--- src/rtl/uart_pkg.sv ---
// Shared definitions for the UART transmit path: line levels, data width and FSM encoding.
// The PARITY state exists only when UART_PARITY_EN is defined.
package uart_pkg;

    localparam int   DATA_W      = 8;
    localparam logic IDLE_LEVEL  = 1'b1;
    localparam logic START_LEVEL = 1'b0;

    typedef enum logic [2:0] {
        IDLE   = 3'd0,
        START  = 3'd1,
        DATA   = 3'd2,
`ifdef UART_PARITY_EN
        PARITY = 3'd3,
`endif
        STOP   = 3'd4
    } state_t;

endpackage

--- src/rtl/uart_baud_gen.sv ---
// Bit-period timer: counts 0..CLKS_PER_BIT-1 and flags the last cycle of each bit.
// Held at zero while clear is high so every frame starts on a fresh bit boundary.
module uart_baud_gen #(
    parameter int CLKS_PER_BIT = 16
) (
    input  logic txclk,
    input  logic txreset,
    input  logic clear,
    output logic tick
);

    localparam int               CNT_W = $clog2(CLKS_PER_BIT);
    localparam logic [CNT_W-1:0] LAST  = CNT_W'(CLKS_PER_BIT - 1);

    logic [CNT_W-1:0] cnt;

    assign tick = (cnt == LAST);

    always_ff @(posedge txclk or negedge txreset) begin
        if (!txreset) begin
            cnt <= '0;
        end else if (clear || tick) begin
            cnt <= '0;
        end else begin
            cnt <= cnt + CNT_W'(1);
        end
    end

endmodule

--- src/rtl/uart_frame_serializer.sv ---
// UART transmitter: start bit, 8 data bits LSB first, optional even parity, 1 or 2 stop bits.
// Define UART_PARITY_EN to insert the even-parity bit between data and stop.
module uart_frame_serializer
    import uart_pkg::*;
#(
    parameter int CLKS_PER_BIT = 16,
    parameter int STOP_BITS    = 1
) (
    input  logic              txclk,
    input  logic              txreset,
    input  logic [DATA_W-1:0] data,
    input  logic              data_valid,
    output logic              data_ready,
    output logic              txd,
    output logic              busy,
    output logic              frame_done
);

    state_t            state;
    logic [DATA_W-1:0] shreg;
    logic [2:0]        bit_cnt;
    logic              stop_cnt;
    logic              tick;
    logic              baud_clear;
    logic              last_stop;
    logic              accept;
`ifdef UART_PARITY_EN
    logic              parity_bit;
`endif

    // data_ready is only ever high in IDLE, so this is the full accept condition.
    assign accept     = data_valid && data_ready;
    assign baud_clear = (state == IDLE);
    assign last_stop  = (stop_cnt == 1'(STOP_BITS - 1));
    assign frame_done = (state == STOP) && last_stop && tick;

    uart_baud_gen #(
        .CLKS_PER_BIT(CLKS_PER_BIT)
    ) u_baud_gen (
        .txclk  (txclk),
        .txreset(txreset),
        .clear  (baud_clear),
        .tick   (tick)
    );

    always_ff @(posedge txclk or negedge txreset) begin
        if (!txreset) begin
            state      <= IDLE;
            txd        <= IDLE_LEVEL;
            busy       <= 1'b0;
            data_ready <= 1'b0;
            shreg      <= '0;
            bit_cnt    <= '0;
            stop_cnt   <= 1'b0;
`ifdef UART_PARITY_EN
            parity_bit <= 1'b0;
`endif
        end else begin
            case (state)
                IDLE: begin
                    data_ready <= 1'b1;
                    if (accept) begin
                        shreg      <= data;
                        bit_cnt    <= '0;
                        stop_cnt   <= 1'b0;
`ifdef UART_PARITY_EN
                        parity_bit <= ^data;
`endif
                        txd        <= START_LEVEL;
                        busy       <= 1'b1;
                        data_ready <= 1'b0;
                        state      <= START;
                    end
                end
                START: begin
                    if (tick) begin
                        txd   <= shreg[0];
                        shreg <= shreg >> 1;
                        state <= DATA;
                    end
                end
                DATA: begin
                    if (tick) begin
                        if (bit_cnt == 3'd7) begin
`ifdef UART_PARITY_EN
                            txd   <= parity_bit;
                            state <= PARITY;
`else
                            txd   <= IDLE_LEVEL;
                            state <= STOP;
`endif
                        end else begin
                            bit_cnt <= bit_cnt + 3'd1;
                            txd     <= shreg[0];
                            shreg   <= shreg >> 1;
                        end
                    end
                end
`ifdef UART_PARITY_EN
                PARITY: begin
                    if (tick) begin
                        txd   <= IDLE_LEVEL;
                        state <= STOP;
                    end
                end
`endif
                STOP: begin
                    if (tick) begin
                        if (last_stop) begin
                            busy       <= 1'b0;
                            data_ready <= 1'b1;
                            state      <= IDLE;
                        end else begin
                            stop_cnt <= stop_cnt + 1'b1;
                        end
                    end
                end
                default: begin
                    txd   <= IDLE_LEVEL;
                    busy  <= 1'b0;
                    state <= IDLE;
                end
            endcase
        end
    end

endmodule

--- config.mk ---
export PLATFORM = sky130hd
export DESIGN_NAME = uart_frame_serializer
export DESIGN_NICKNAME = d
export VERILOG_FILES = /design/src/rtl/uart_pkg.sv /design/src/rtl/uart_baud_gen.sv /design/src/rtl/uart_frame_serializer.sv
export SDC_FILE = /design/constraint.sdc
export NUM_CORES = 1
export LEC_CHECK = 0
export BUFFER_PORTS_ARGS = -buffer_cell sky130_fd_sc_hd__buf_2
export CAP_MARGIN = 20
export CELL_PAD_IN_SITES_DETAIL_PLACEMENT = 1
export CELL_PAD_IN_SITES_GLOBAL_PLACEMENT = 2
export CORE_ASPECT_RATIO = 0.8
export CORE_MARGIN = 5
export CORE_UTILIZATION = 35
export CTS_CLUSTER_DIAMETER = 150
export DETAILED_ROUTE_END_ITERATION = 10
export PLACE_DENSITY = 0.8
export SLEW_MARGIN = 10
export SYNTH_ARGS = -nofsm -noshare
export SYNTH_HDL_FRONTEND = slang
export SYNTH_SLANG_ARGS = --single-unit
--- constraint.sdc ---
create_clock -name txclk -period 3.55 [get_ports txclk]
set_input_delay 0.71 -clock txclk [delete_from_list [all_inputs] [get_ports txclk]]
set_output_delay 0.71 -clock txclk [all_outputs]
set_load 0.01 [all_outputs]
==> impl_metrics.tcl <==
set metrics [dict create \
    status "finished clean" \
    post-dp-hpwl_mm 1.85 \
    grt_max_degree 22 \
    cts_setup_buffers 0 \
    routed_wl_mm 2.47 \
    cp_slowest_cell "dfrtp_1" \
    holdCritPathClass "input port to async pin" \
    rsz0062_at_grt "false" \
    synth_seq_cells 21 \
    area_growth_pct 12.9 \
    die_y_um 59.9 \
    instances_no_fill 160 \
    worst_slew_pin_slew_ps 527 \
    synth.most_common_cell "dfrtp_1" \
    cts_tree "yes" \
    die_x_um 72.3 \
    stdcell_area_sq_um 1230 \
    seq_area_frac_synth_pct 48.4 \
    worstSetupEndpointType "output pin" \
    required_ps 2840 \
    fmax_ghz 0.438 \
    worst_slack_ps 1270 \
    async_flop_share_pct 100 \
    ys.flop_type "dfrtp_1" \
    synth_edf_count 0 \
    syn_area_per_cell_sq_um 10.1 \
    fin_skew_ps 2.25 \
    peakVddDrop_uv 282 \
    gr-usage-all-layers_pct 13.0 \
    dp_cells 156 \
    setup_violations 0 \
    synth_nets 122 \
    nets 135 \
    htreeDepth 1 \
    yosys-top-cells-count "dfrtp_1 (20), a21oi_1 (8), a2bb2oi_1 (8), nand3_1 (8), nor2_1 (8)" \
    cts-resized-gates 0 \
    whs_ps 402 \
    grt_pass1_vias 932 \
    drc 0 \
    cpMostUsedCell "and3_1" \
    pre_cts_ws_ps 1530 \
    layout-drive-gt1-share_pct 18.3 \
    worstPathMaxFanout 8 \
    antenna_found_initial 0 \
    fill_cells 357 \
    die_area_sq_um 4330 \
    cts-root-buf "clkbuf_8" \
    vias_per_cell 5.43 \
    core_area_sq_um 3040 \
    ios 15 \
    clkTransAtPathRegs_ps 80 \
    gr-total-overflow 0 \
    finalHoldViolCount 0 \
    postCtsHoldBufs 0 \
    cap_violations 0 \
    syn_inst 108 \
    regArea_sq_um 527 \
    crit_arrival_ps 1570 \
    grt_pass1_wl_mm 4.40 \
    fin_util_pct 40.4 \
    tns_ps 0 \
    synthTopCellsByArea "dfrtp_1 (46%), a2bb2oi_1 (6.4%), o22ai_1 (4.0%)" \
    multi_input_area_sq_um 520 \
    report.power.total_uw 863 \
    cts_num_sinks 21 \
    placed_cell_area_sq_um 1180 \
    io_buffers 14 \
    initial_core_util_pct 35.8 \
    dr.first_iter.drc_count 51 \
    globalplace.congestion 0.717 \
    clock_latency_ps 250 \
    cts_inserted_buffers 3 \
    rows 18 \
    timing.slew.headroom_pct 64.8 \
    antenna_left 0 \
    cts_buffer_depth 2 \
    crit_chain "ha_1 > and3_1 > and3_1 > buf_2" \
    path_class "flip-flop to output pin" \
    drt_first_pass_iters 4 \
    avgRoutedWirePerCell_um 15.5 \
    num_vias 869 \
    synth_top_area_share_pct 46.0 \
    cp-start-kind "flip-flop" \
    max_stage_delay_ps 400 \
    ys_types 32 \
    fin_crit_sh_pct 64.4 \
    yosysWarnings 0 \
    p_leak_nw 0.536 \
    p_per_area_nw_per_um2 703 \
    n_antenna_cell 0 \
    yosysTopAreaCell "dfrtp_1" \
    mappedNetlistArea_sq_um 1090 \
    period_needed_ps 2280 \
    slew_violations 0 \
]
-- state kept, by name, summed over array words and instances (netlist names) --
register and flops:
shreg 8, u_baud_gen.cnt 4, bit_cnt 3, state 3, busy 1, data_ready 1, txd 1
-- logic make-up after synthesis --
logic type,Yosys count,share of synthesized area (%)
multiplexers,1,1.04
XOR/XNOR,2,1.61
AND/OR/NAND/NOR,34,15.9
flip-flops,21,48.4
AO/OA/AOI/OAI,37,25.9
buffers and inverters,10,3.68
adder cells (fa/ha/maj),3,3.45
-- worst paths after layout --
check | to | from | slack (ps) | cells after the start
setup / recovery | frame_done | u_baud_gen.cnt[0] | 1270 | 4
hold / removal | bit_cnt[0] | txreset | 400 | 1
setup reg to reg | shreg[2] | state[1] | 1570 | 4
hold reg to reg | u_baud_gen.cnt[0] | u_baud_gen.cnt[0] | 510 | 1
max in group asynchronous | txd | txreset | 2800 | 1
min in group txclk | u_baud_gen.cnt[0] | u_baud_gen.cnt[0] | 510 | 1
-- per-layer routing --
| metal | track usage, % | up-vias | wire (um) |
|---|---|---|---|
| met3 | 3.70 | 2 | 69 |
| met2 | 21.0 | 8 | 1190 |
| li1 | - | 428 | - |
| met5 | 0 | - | 0 |
| met4 | 1.61 | 0 | 12 |
| met1 | 17.7 | 431 | 1200 |
-- cell usage in the layout (no fill, tap or decap), types with 2 or more instances in the layout --
master	synthesis	layout
dfrtp_1	20	20
buf_2	2	14
nand3_1	8	8
nor2_1	8	8
a21oi_1	8	8
a2bb2oi_1	8	8
o22ai_1	7	7
nand2_1	6	6
o21ai_0	5	5
inv_1	4	4
and3_1	3	3
nor3_1	3	3
ha_1	3	3
clkbuf_8	0	3
a32oi_1	2	2
-- cell type report --
type                       instances  area share, %
multi-input combinational         77           42.4
timing repair buffer              14           5.71
tap                               40           4.08
sequential                        21           42.9
clock buffer                       4           3.67
inverter                           4           1.22
-- power breakdown --
part	internal [mW]	switching, mW	total (mW)
Combinational	0.153	0.141	0.295
Sequential	0.335	0.0777	0.413
Clock	0.0798	0.0750	0.155
Total	0.568	0.294	0.863
-- critical path: cells and delay by family, from the launching register on --
family	cells	cell delay [ps]
adder cells (fa/ha/maj)	1	240
buffers and inverters	1	120
flip-flops	1	400
AND/OR/NAND/NOR	2	560
(Power assumes the default switching activity.)
